**src/rtl/rom_dnload_seq.sv**
```systemverilog
// ---------------------------------------------------------------------------
// rom_dnload_seq
//
// Splits the HPS ioctl ROM download stream into the three ROM regions of the
// canyon_bomber core and owns the core's active-low reset.
//
// The core reset is held while a download is running or while the user
// requests a reset. It is released HOLD_CYC cycles after both have ended.
//
// Optional feature (macro DNLOAD_CSUM_EN):
//   Adds csum_o, an 8-bit modulo-256 sum of every byte that produced a
//   region strobe in the current download.
//
// Ports:
//   clk_sys      in   system clock; all logic is on the rising edge
//   Reset_I      in   asynchronous active-low reset
//   dl_active_i  in   ioctl_download level
//   dl_wr_i      in   ioctl_wr byte strobe (one cycle wide)
//   dl_addr_i    in   ioctl byte address [ADDR_W]
//   dl_data_i    in   ioctl byte [8]
//   usr_rst_i    in   user reset request, active-high
//   rom_wr_o     out  one-hot region write strobe [3], one cycle wide
//   rom_addr_o   out  address local to the strobed region [ADDR_W]
//   rom_data_o   out  byte that goes with rom_wr_o [8]
//   core_rst_n_o out  active-low core reset (registered)
//   loaded_o     out  a download has completed since Reset_I
//   ovf_o        out  sticky: a byte was addressed past the last region
//   csum_o       out  [8] byte checksum (only with DNLOAD_CSUM_EN)
//   dbg_state_o  out  current FSM state (HOLD=0, RUN=1, LOAD=2)
//
// Handshake: dl_wr_i is a valid-only strobe with no ready/backpressure.
// Every dl_wr_i accepted in LOAD yields either one rom_wr_o pulse on the
// following cycle or sets ovf_o. Accepting one byte per cycle is supported.
// ---------------------------------------------------------------------------
module rom_dnload_seq #(
    parameter int ADDR_W   = 17,
    parameter int R0_SIZE  = 2048,
    parameter int R1_SIZE  = 512,
    parameter int R2_SIZE  = 256,
    parameter int HOLD_CYC = 16
) (
    input  logic              clk_sys,
    input  logic              Reset_I,
    input  logic              dl_active_i,
    input  logic              dl_wr_i,
    input  logic [ADDR_W-1:0] dl_addr_i,
    input  logic [7:0]        dl_data_i,
    input  logic              usr_rst_i,
    output logic [2:0]        rom_wr_o,
    output logic [ADDR_W-1:0] rom_addr_o,
    output logic [7:0]        rom_data_o,
    output logic              core_rst_n_o,
    output logic              loaded_o,
    output logic              ovf_o,
`ifdef DNLOAD_CSUM_EN
    output logic [7:0]        csum_o,
`endif
    output logic [1:0]        dbg_state_o
);

    typedef enum logic [1:0] {
        HOLD = 2'd0,
        RUN  = 2'd1,
        LOAD = 2'd2
    } state_t;

    localparam int CNT_W = $clog2(HOLD_CYC + 1);

    // Region boundaries at ADDR_W bits. The compares below are unsigned.
    localparam logic [ADDR_W-1:0] END0 = ADDR_W'(R0_SIZE);
    localparam logic [ADDR_W-1:0] END1 = ADDR_W'(R0_SIZE + R1_SIZE);
    localparam logic [ADDR_W-1:0] END2 = ADDR_W'(R0_SIZE + R1_SIZE + R2_SIZE);
    localparam logic [CNT_W-1:0]  CNT_LAST = CNT_W'(HOLD_CYC - 1);

    state_t            state;
    logic [CNT_W-1:0]  cnt;

    logic [2:0]        dec_wr;
    logic [ADDR_W-1:0] dec_addr;
    logic              dec_ovf;

    assign dbg_state_o = state;

    // Region decode. Each subtraction is only taken when the address is
    // already at or above the subtracted base, so it never wraps.
    always_comb begin
        dec_wr   = 3'b000;
        dec_addr = dl_addr_i;
        dec_ovf  = 1'b0;
        if (dl_addr_i < END0) begin
            dec_wr   = 3'b001;
            dec_addr = dl_addr_i;
        end else if (dl_addr_i < END1) begin
            dec_wr   = 3'b010;
            dec_addr = dl_addr_i - END0;
        end else if (dl_addr_i < END2) begin
            dec_wr   = 3'b100;
            dec_addr = dl_addr_i - END1;
        end else begin
            dec_ovf  = 1'b1;
        end
    end

    always_ff @(posedge clk_sys or negedge Reset_I) begin
        if (!Reset_I) begin
            state        <= HOLD;
            cnt          <= '0;
            core_rst_n_o <= 1'b0;
            loaded_o     <= 1'b0;
            ovf_o        <= 1'b0;
            rom_wr_o     <= 3'b000;
            rom_addr_o   <= '0;
            rom_data_o   <= 8'h00;
`ifdef DNLOAD_CSUM_EN
            csum_o       <= 8'h00;
`endif
        end else begin
            // The strobe is a single-cycle pulse. Address and data are held.
            rom_wr_o <= 3'b000;

            case (state)
                HOLD: begin
                    if (dl_active_i) begin
                        // Any partial hold count is discarded.
                        state <= LOAD;
                        cnt   <= '0;
                        ovf_o <= 1'b0;
`ifdef DNLOAD_CSUM_EN
                        csum_o <= 8'h00;
`endif
                    end else if (usr_rst_i) begin
                        cnt <= '0;
                    end else if (cnt == CNT_LAST) begin
                        state        <= RUN;
                        core_rst_n_o <= 1'b1;
                    end else begin
                        cnt <= cnt + 1'b1;
                    end
                end

                RUN: begin
                    // A download wins over a user reset.
                    if (dl_active_i) begin
                        state        <= LOAD;
                        core_rst_n_o <= 1'b0;
                        ovf_o        <= 1'b0;
`ifdef DNLOAD_CSUM_EN
                        csum_o       <= 8'h00;
`endif
                    end else if (usr_rst_i) begin
                        state        <= HOLD;
                        cnt          <= '0;
                        core_rst_n_o <= 1'b0;
                    end
                end

                LOAD: begin
                    if (!dl_active_i) begin
                        state    <= HOLD;
                        cnt      <= '0;
                        loaded_o <= 1'b1;
                    end else if (dl_wr_i) begin
                        if (dec_ovf) begin
                            ovf_o <= 1'b1;
                        end else begin
                            rom_wr_o   <= dec_wr;
                            rom_addr_o <= dec_addr;
                            rom_data_o <= dl_data_i;
`ifdef DNLOAD_CSUM_EN
                            csum_o     <= csum_o + dl_data_i;
`endif
                        end
                    end
                end

                default: begin
                    state        <= HOLD;
                    cnt          <= '0;
                    core_rst_n_o <= 1'b0;
                end
            endcase
        end
    end

endmodule

```
**config.mk**
```make
export PLATFORM = sky130hd
export DESIGN_NAME = rom_dnload_seq
export DESIGN_NICKNAME = d
export VERILOG_FILES = /design/src/rtl/rom_dnload_seq.sv
export SDC_FILE = /design/constraint.sdc
export NUM_CORES = 1
export LEC_CHECK = 0
export CORE_ASPECT_RATIO = 2
export CORE_MARGIN = 5
export CORE_UTILIZATION = 48
export CTS_CLUSTER_SIZE = 14
export DETAILED_ROUTE_END_ITERATION = 8
export HOLD_SLACK_MARGIN = 0.05
export PLACE_DENSITY = 0.84
export REMOVE_ABC_BUFFERS = 1
export SETUP_SLACK_MARGIN = 0.05
export SLEW_MARGIN = 20
export SYNTH_ARGS = -nofsm -noshare
export SYNTH_HDL_FRONTEND = slang
export SYNTH_SLANG_ARGS = --single-unit
```
**constraint.sdc**
```tcl
create_clock -name clk_sys -period 5.6 [get_ports clk_sys]
set_clock_uncertainty 0.1 [all_clocks]
set_input_delay 0.84 -clock clk_sys [delete_from_list [all_inputs] [get_ports clk_sys]]
set_output_delay 0.84 -clock clk_sys [all_outputs]
set_load 0.02 [all_outputs]
```
==> flow_summary.yaml, run 1 <==
clock_tree:
  post_cts_buffers: 0
  clk_latency_ns: 0.29
  cts_buffer_depth: 2
  cts.clk_slew.worst_paths_ns: 0.07
  cts_tree: "built"
  cts_resized: 0
  cts.sink_count: 38
  h-tree-depth: 2
  cts_buffers: 5
  root_buffer: "clkbuf_8"
  cts_hold_buf: 0
synth:
  synth-main-ff-cell: "dfrtp_1"
  synthArstFlopShare_pct: 100.0
  synth_cell_types: 44
  synth_compound_area_share_pct: 15.46
  muxShareOfSynthArea_pct: 12.63
  seq_area_frac_synth_pct: 52.45
  synth_xor_area_share_pct: 0.9662
  synthAdderAreaFrac_pct: 4.141
  syn_area_sq_um: 1813
  syn_avg_cell_area_sq_um: 12.17
  synth_top_family_by_area: "compound AO/OA/AOI/OAI gates"
  ys_ff_latch: 38
  synth-simple-area-share_pct: 10.08
  synth_edf_count: 0
  syn_inst: 149
  ys_warn_count: 0
layout:
  n_antenna_cell: 0
  fin_util_pct: 69.90
  syn_to_final_growth_pct: 40.58
  nets: 249
  drive_gt1_share_pct: 14.02
grt:
  grt_pass1_vias: 1501
  grt_antenna_before_repair: 0
  grt_pass1_wl_microns: 7376
  overflow: 0
  grt_max_degree: 39
  grt_usage_pct: 19.65
timing:
  max_freq_mhz: 329.1
  rsz0062_at_grt: "false"
  tns_ns: 0
  holdWs_ns: 0.3817
  max-slew-margin-rel_pct: 44.07
  tightest_slew_ns: 0.8389
  fin_crit_sh_pct: 54.26
  drv_slew: 0
  finalHoldViolCount: 0
  fin_crit_ns: 3.039
  setup_viol: 0
pwr:
  leakage_nw: 1.148
  p_seq_share_pct: 48.0
  ir_drop_uv: 208.2
  switching_power_mw: 0.1737
  intPower_mw: 0.4672
  clkPwrFrac_pct: 30.2
  swShare_pct: 27.10
  power_density_nw_per_um2: 251.4
  p_comb_share_pct: 21.8
critical_path:
  cp_max_fo: 19
  cp_num_cells: 5
  cp-start-kind: "input pin"
  r2r_slack_ns: 3.38
  worstPathBufferInverterCount: 1
  crit_type: "input pin to flop"
  slowest_stage: "or4_1"
  crit_family: "simple AND/OR/NAND/NOR gates"
  path_cells: "clkdlybuf4s50_1, or4_1, or2_1, nor2_8, mux2_2"
  cpPeakStageDelay_ns: 0.71
  r2r_end: "rom_data_o[6]$_DFFE_PN0P_"
  r2r_start: "dbg_state_o[0]$_DFFE_PN0P_"
  endpoint_kind: "flop"
  cp_data_required_time_ns: 5.67
  critPathArrivalTime_ns: 3.11
  reg2reg_depth: 4
hold_path:
  hold_end: "loaded_o$_DFFE_PN0P_"
  worst_hold_path_type: "flop to flop"
  min_delay_path_depth: 1
  min_from: "loaded_o$_DFFE_PN0P_"
drt:
  drc: 0
  drt_iter0_markers: 49
  via_count: 1439
  routed_wl_microns: 4613
  viasPerCell: 5.471
  wl_per_cell_microns: 17.54
  dr.pass1.iters: 4
  postRouteAntennaNets: 0
place:
  place_congestion: 0.9214
  dpl.hpwl_microns: 3492
  port_buffers: 62
floorplanning:
  io_pins: 63
  die-area_sq_um: 5181
  rows: 31
  initial_core_util_pct: 49.73
  die_x_microns: 53.46
  core_area_sq_um: 3646
  die_y_microns: 96.92
run_status:
  outcome: "finished, final reports clean"
flow_run:
  drv_cap: 0
-- logic make-up (layout without fill, tap and decap cells) --
family	after synthesis	after routing
DFF	38	38
xor gates and xnor gates	2	2
and+or+nand+nor	30	30
AOI/OAI and AO/OA	39	39
buffers and inverters	16	81
adders and majority gates	6	6
muxes	18	18
-- metal layers --
layer | vias to the layer above | track usage (%) | wire (microns)
met1 | 713 | 20.64 | 1585
met3 | 9 | 4.923 | 215
met4 | 0 | 8.661 | 104
met5 | - | 0 | 0
li1 | 668 | - | -
met2 | 49 | 34.63 | 2707
-- state kept, by name, summed over array words and instances (netlist names) --
| register | count |
|---|---|
| dbg_state_o | 2 |
| rom_addr_o | 17 |
| loaded_o | 1 |
| ovf_o | 1 |
| rom_data_o | 8 |
| cnt | 5 |
| core_rst_n_o | 1 |
| rom_wr_o | 3 |
-- metrics by stage --
step	std cells	area (sq um)	worst slack [ns]	power, mW
floorplan	144	1777	2.833	0.3717
global placement	255	2454	2.326	0.4469
detailed placement	255	2454	2.256	0.4523
CTS	263	2549	2.564	0.6491
global route	263	2549	2.483	0.6716
finish	263	2549	2.561	0.6408
-- power by group through the flow --
stage	registers [mW]	clock network, mW	logic (mW)
final	0.307	0.194	0.140
after global routing	0.310	0.214	0.148
after CTS	0.307	0.201	0.141
after detailed placement	0.312	0	0.140
after global placement	0.311	0	0.136
after floorplan	0.336	0	0.0357
-- cells in the mapped netlist, types with 3 or more instances --
cell	instances	area share [%]
nand2_1	4	0.83
a21oi_1	6	1.7
a22o_1	3	1.4
o21ai_0	7	1.9
o21a_1	3	1.2
inv_1	11	2.3
dfrtp_1	38	52
mux2_2	11	6.8
a211oi_1	3	1.2
nor2_1	6	1.2
mux2_4	7	5.8
clkbuf_1	3	0.62
nor2b_1	4	1.4
ha_1	6	4.1
-- final cells by class --
cell class              instances  area [sq um]
clock buffers                   6         82.58
clock inverters                 2         12.51
fillers                       280          1097
inverters                      11         41.29
multi-input cells              95         784.5
flip-flops and latches         38         950.9
well taps                      49         61.31
repair buffers                 62         615.6
-- how the worst max path moves through the flow --
stage                   from                   endpoint  slack (ns)
6_report       dl_addr_i[13]  rom_data_o[6]$_DFFE_PN0P_        2.56
5_1_grt        dl_addr_i[13]  rom_data_o[6]$_DFFE_PN0P_        2.48
4_1_cts        dl_addr_i[13]  rom_data_o[6]$_DFFE_PN0P_        2.56
3_5_place_dp   dl_addr_i[13]  rom_data_o[7]$_DFFE_PN0P_        2.26
3_3_place_gp   dl_addr_i[13]  rom_data_o[4]$_DFFE_PN0P_        2.33
2_1_floorplan  dl_addr_i[13]  rom_addr_o[0]$_DFFE_PN0P_        2.83
-- cell usage in the layout (no fill, tap or decap), types with 2 or more instances in the layout --
cell type,instances
clkdlybuf4s50_1,61
dfrtp_1,38
inv_1,11
mux2_2,11
mux2_4,7
o21ai_0,7
nor2_1,6
a21oi_1,6
ha_1,6
clkbuf_8,6
nor2b_1,4
nand2_1,4
a211oi_1,3
a22o_1,3
o21a_1,3
nor4b_1,2
nand2b_1,2
o211a_1,2
nor3_1,2
a31o_2,2
o31ai_1,2
and2_1,2
(Power assumes the default switching activity.)
==> run 2: changes to the inputs <==
Settings changed: CORE_UTILIZATION 48 to 40, PLACE_DENSITY 0.84 to 0.75.
Clock period 5.6 ns to 2.7 ns, I/O delays scaled along.
==> flow_summary.yaml, run 2 (same netlist as run 1, synthesis figures left out) <==
run_status:
  outcome: "finished, final reports clean"
floorplanning:
  initial_core_util_pct: 41.38
  die_x_microns: 57.61
  core_area_sq_um: 4382
  rows: 34
  die_y_microns: 105.2
  io_pins: 63
  die-area_sq_um: 6061
critical_path:
  critPathArrivalTime_ns: 2.40
  crit_type: "input pin to flop"
  endpoint_kind: "flop"
  cp-start-kind: "input pin"
  cp_max_fo: 19
  cp_data_required_time_ns: 2.77
drt:
  via_count: 1433
  viasPerCell: 5.173
  routed_wl_microns: 4337
  dr.pass1.iters: 4
  drc: 0
  postRouteAntennaNets: 0
  wl_per_cell_microns: 15.66
  drt_iter0_markers: 29
layout:
  reg.largest.list: "rom_addr_o: 17 flops, rom_data_o: 8 flops, cnt: 5 flops"
  fin_util_pct: 59.77
  final_cell_mix: "clkdlybuf4s50_1, dfrtp_1, inv_1, mux2_2, buf_4"
  regMostFlops: "rom_addr_o"
  nets: 258
  n_antenna_cell: 0
  largest_reg_flops: 17
  syn_to_final_growth_pct: 44.44
  drive_gt1_share_pct: 17.04
  final_common_cell: "clkdlybuf4s50_1"
grt:
  grt_usage_pct: 15.08
  grt_pass1_vias: 1497
  grt_antenna_before_repair: 0
  overflow: 0
  grt_pass1_wl_microns: 7072
  grt_max_degree: 39
clock_tree:
  cts_hold_buf: 0
  clk_latency_ns: 0.28
  cts_tree: "built"
  cts_buffer_depth: 2
  h-tree-depth: 2
  cts_resized: 0
  cts.sink_count: 38
  cts_buffers: 5
  post_cts_buffers: 0
  root_buffer: "clkbuf_8"
  cts.clk_slew.worst_paths_ns: 0.07
timing:
  fin_crit_ns: 2.332
  drv_slew: 0
  max-slew-margin-rel_pct: 44.40
  setup_viol: 0
  rsz0062_at_grt: "false"
  finalHoldViolCount: 0
  tightest_slew_ns: 0.8339
  fin_crit_sh_pct: 86.37
  tns_ns: 0
  max_freq_mhz: 428.8
place:
  dpl.hpwl_microns: 3353
  port_buffers: 62
  place_congestion: 0.7768
flow_run:
  drv_cap: 0
pwr:
  leakage_nw: 1.192
  ir_drop_uv: 388.0
  power_density_nw_per_um2: 504.6
hold_path:
  worst_hold_path_type: "input pin to asynchronous set/reset pin"
[run 2: cell type report]
type,instances,area [sq um]
fillers,383,1763
flip-flops and latches,38,950.9
multi-input cells,95,784.5
repair buffers,71,683.2
clock buffers,7,86.33
well taps,54,67.56
inverters,11,41.29
clock inverters,1,5.005
[run 2: final timing paths]
kind | startpoint | endpoint | slack, ns | cells past startpoint
hold / removal | Reset_I | loaded_o$_DFFE_PN0P_ | 0.12 | 1
hold reg to reg | rom_addr_o[15]$_DFFE_PN0P_ | rom_addr_o[15]$_DFFE_PN0P_ | 0.38 | 1
min in group clk_sys | rom_addr_o[15]$_DFFE_PN0P_ | rom_addr_o[15]$_DFFE_PN0P_ | 0.38 | 1
setup / recovery | dl_addr_i[13] | rom_data_o[2]$_DFFE_PN0P_ | 0.37 | 5
max in group asynchronous | Reset_I | rom_addr_o[1]$_DFFE_PN0P_ | 1.86 | 1
setup reg to reg | cnt[0]$_DFFE_PN0P_ | cnt[0]$_DFFE_PN0P_ | 0.63 | 5
[run 2: per-stage QoR]
stage	hold WS (ns)	power, mW	std cells	area (sq um)	setup WS (ns)
6_report	0.1179	1.321	277	2619	0.3681
5_1_grt	0.1973	1.384	277	2619	0.2826
4_1_cts	0.1393	1.343	277	2619	0.3699
3_5_place_dp	0.3734	0.9430	269	2527	0.04897
3_3_place_gp	0.3686	0.9388	269	2527	0.08358
2_1_floorplan	0.009409	0.7709	144	1777	0.3679
[run 2: layer usage]
layer  vias to the layer above  global-route usage [%]  wire, microns
li1                        683                       -              -
met1                       704                   15.91           1580
met2                        40                   27.59           2423
met3                         6                   3.305            248
met4                         0                   6.468             85
met5                         -                       0              0
[run 2: report_power, final]
part / internal (mW) / switching, mW
Sequential: 0.612 / 0.0261
Clock: 0.206 / 0.185
Combinational: 0.158 / 0.135
Total: 0.976 / 0.346
[run 2: worst max-delay path, cell delays in order]
cell and delay, ns:
clkdlybuf4s50_1 0.39, or4_1 0.54, or2_1 0.32, nor2_8 0.36, mux2_2 0.38
==> run 3: changes to the inputs <==
Settings changed: CORE_MARGIN 5 to unset, MAX_ROUTING_LAYER set to met4, PLACE_DENSITY 0.75 to 0.86.
==> flow_summary.yaml, run 3 (same netlist as run 1, synthesis figures left out) <==
critical_path:
  reg2reg_depth: 5
  setup.worst_path.end: "rom_data_o[4]$_DFFE_PN0P_"
  cp_max_fo: 19
  r2r_end: "cnt[0]$_DFFE_PN0P_"
  cp_data_required_time_ns: 2.77
  endpoint_kind: "flop"
  r2r_start: "cnt[0]$_DFFE_PN0P_"
  r2r_slack_ns: 0.64
  cp-start-kind: "input pin"
  critPathArrivalTime_ns: 2.42
  crit_path_start: "dl_addr_i[13]"
  crit_type: "input pin to flop"
grt:
  grt_pass1_vias: 1534
  grt_pass1_wl_microns: 6699
  overflow: 0
  grt_antenna_before_repair: 0
  grt_usage_pct: 18.40
  grt_max_degree: 39
timing:
  setup_viol: 0
  fin_crit_sh_pct: 87.23
  tightest_slew_ns: 0.8309
  drv_slew: 0
  tns_ns: 0
  finalHoldViolCount: 0
  rsz0062_at_grt: "false"
  fin_crit_ns: 2.355
  max_freq_mhz: 424.6
  layout_setup_ws_ns: 0.3448
  max-slew-margin-rel_pct: 44.61
layout:
  largest_reg_flops: 17
  drive_gt1_share_pct: 17.04
  final_cell_mix: "clkdlybuf4s50_1, dfrtp_1, inv_1, mux2_2, buf_4"
  nets: 258
  n_antenna_cell: 0
  final_common_cell: "clkdlybuf4s50_1"
  final_cells: 277
  syn_to_final_growth_pct: 44.44
  regMostFlops: "rom_addr_o"
  reg.largest.list: "rom_addr_o: 17 flops, rom_data_o: 8 flops, cnt: 5 flops"
clock_tree:
  cts_tree: "built"
  cts_resized: 0
  post_cts_buffers: 0
  cts.sink_count: 38
  cts_hold_buf: 0
  clk_latency_ns: 0.28
  root_buffer: "clkbuf_8"
  cts.clk_slew.worst_paths_ns: 0.07
  cts_buffer_depth: 2
  h-tree-depth: 2
  cts_buffers: 5
drt:
  postRouteAntennaNets: 0
  viasPerCell: 5.245
  routed_wl_microns: 4047
  via_count: 1453
  wl_per_cell_microns: 14.61
  dr.pass1.iters: 4
  drt_iter0_markers: 26
  drc: 0
hold_path:
  worst_hold_path_type: "input pin to asynchronous set/reset pin"
place:
  port_buffers: 62
  place_congestion: 0.8922
  dp_cells: 269
  post-place-ws_ns: 0.02927
  dpl.hpwl_microns: 3091
pwr:
  leakage_nw: 1.192
  power_density_nw_per_um2: 503.3
  ir_drop_uv: 403.1
floorplanning:
  initial_core_util_pct: 41.78
  io_pins: 63
  core_area_sq_um: 4339
  rows: 34
  die-area_sq_um: 4822
  die_y_microns: 97.21
  die_x_microns: 49.61
run_status:
  outcome: "finished, final reports clean"
flow_run:
  drv_cap: 0
## run 3: cell counts in the layout (fill, tap and decap cells not counted)
No cell type changed its count.
## run 3: layout make-up
class | count | area [sq um]
fillers | 384 | 1720
multi-input cells | 95 | 784.5
repair buffers | 71 | 683.2
clock buffers | 7 | 86.33
well taps | 54 | 67.56
clock inverters | 1 | 5.005
flip-flops and latches | 38 | 950.9
inverters | 11 | 41.29
## run 3: per-stage QoR
step / hold slack (ns) / total power [mW] / util (%) / cell area [sq um]
2_1_floorplan: 0.009409 / 0.7709 / - / 1777
3_3_place_gp: 0.3554 / 0.9327 / 58.25 / 2527
4_1_cts: 0.1390 / 1.340 / 60.35 / 2619
5_1_grt: 0.1751 / 1.389 / 60.35 / 2619
6_report: 0.1150 / 1.318 / 60.35 / 2619
3_5_place_dp: 0.3714 / 0.9399 / 58.25 / 2527
## run 3: where the power goes
part | leakage [nW] | switching, mW | internal [mW] | total (mW)
Clock | 0.0482 | 0.184 | 0.206 | 0.390
Combinational | 0.644 | 0.132 | 0.158 | 0.291
Sequential | 0.499 | 0.0252 | 0.612 | 0.637
## run 3: worst min path at each step
| stage | startpoint | end | slack, ns | cells after the start |
|---|---|---|---|---|
| 2_1_floorplan | Reset_I | cnt[0]$_DFFE_PN0P_ | 0.009 | 0 |
| 3_3_place_gp | loaded_o$_DFFE_PN0P_ | loaded_o$_DFFE_PN0P_ | 0.36 | 1 |
| 3_5_place_dp | rom_addr_o[13]$_DFFE_PN0P_ | rom_addr_o[13]$_DFFE_PN0P_ | 0.37 | 1 |
| 4_1_cts | Reset_I | cnt[0]$_DFFE_PN0P_ | 0.14 | 1 |
| 5_1_grt | Reset_I | cnt[2]$_DFFE_PN0P_ | 0.18 | 1 |
| 6_report | Reset_I | cnt[0]$_DFFE_PN0P_ | 0.12 | 1 |
## run 3: layer usage
metal / routed length, microns / track usage, % / up-vias / part of all wire (%)
met1: 1509 / 17.21 / 707 / 37
met3: 170 / 3.599 / 11 / 4.2
met5: 0 / - / - / 0
met2: 2275 / 34.41 / 50 / 56
li1: - / - / 685 / -
met4: 91 / 7.912 / 0 / 2.2
## run 3: worst max-delay path: stages
cell             delay, ns
clkdlybuf4s50_1       0.39
or4_1                 0.57
or2_1                 0.33
nor2_8                0.34
mux2_2                0.38
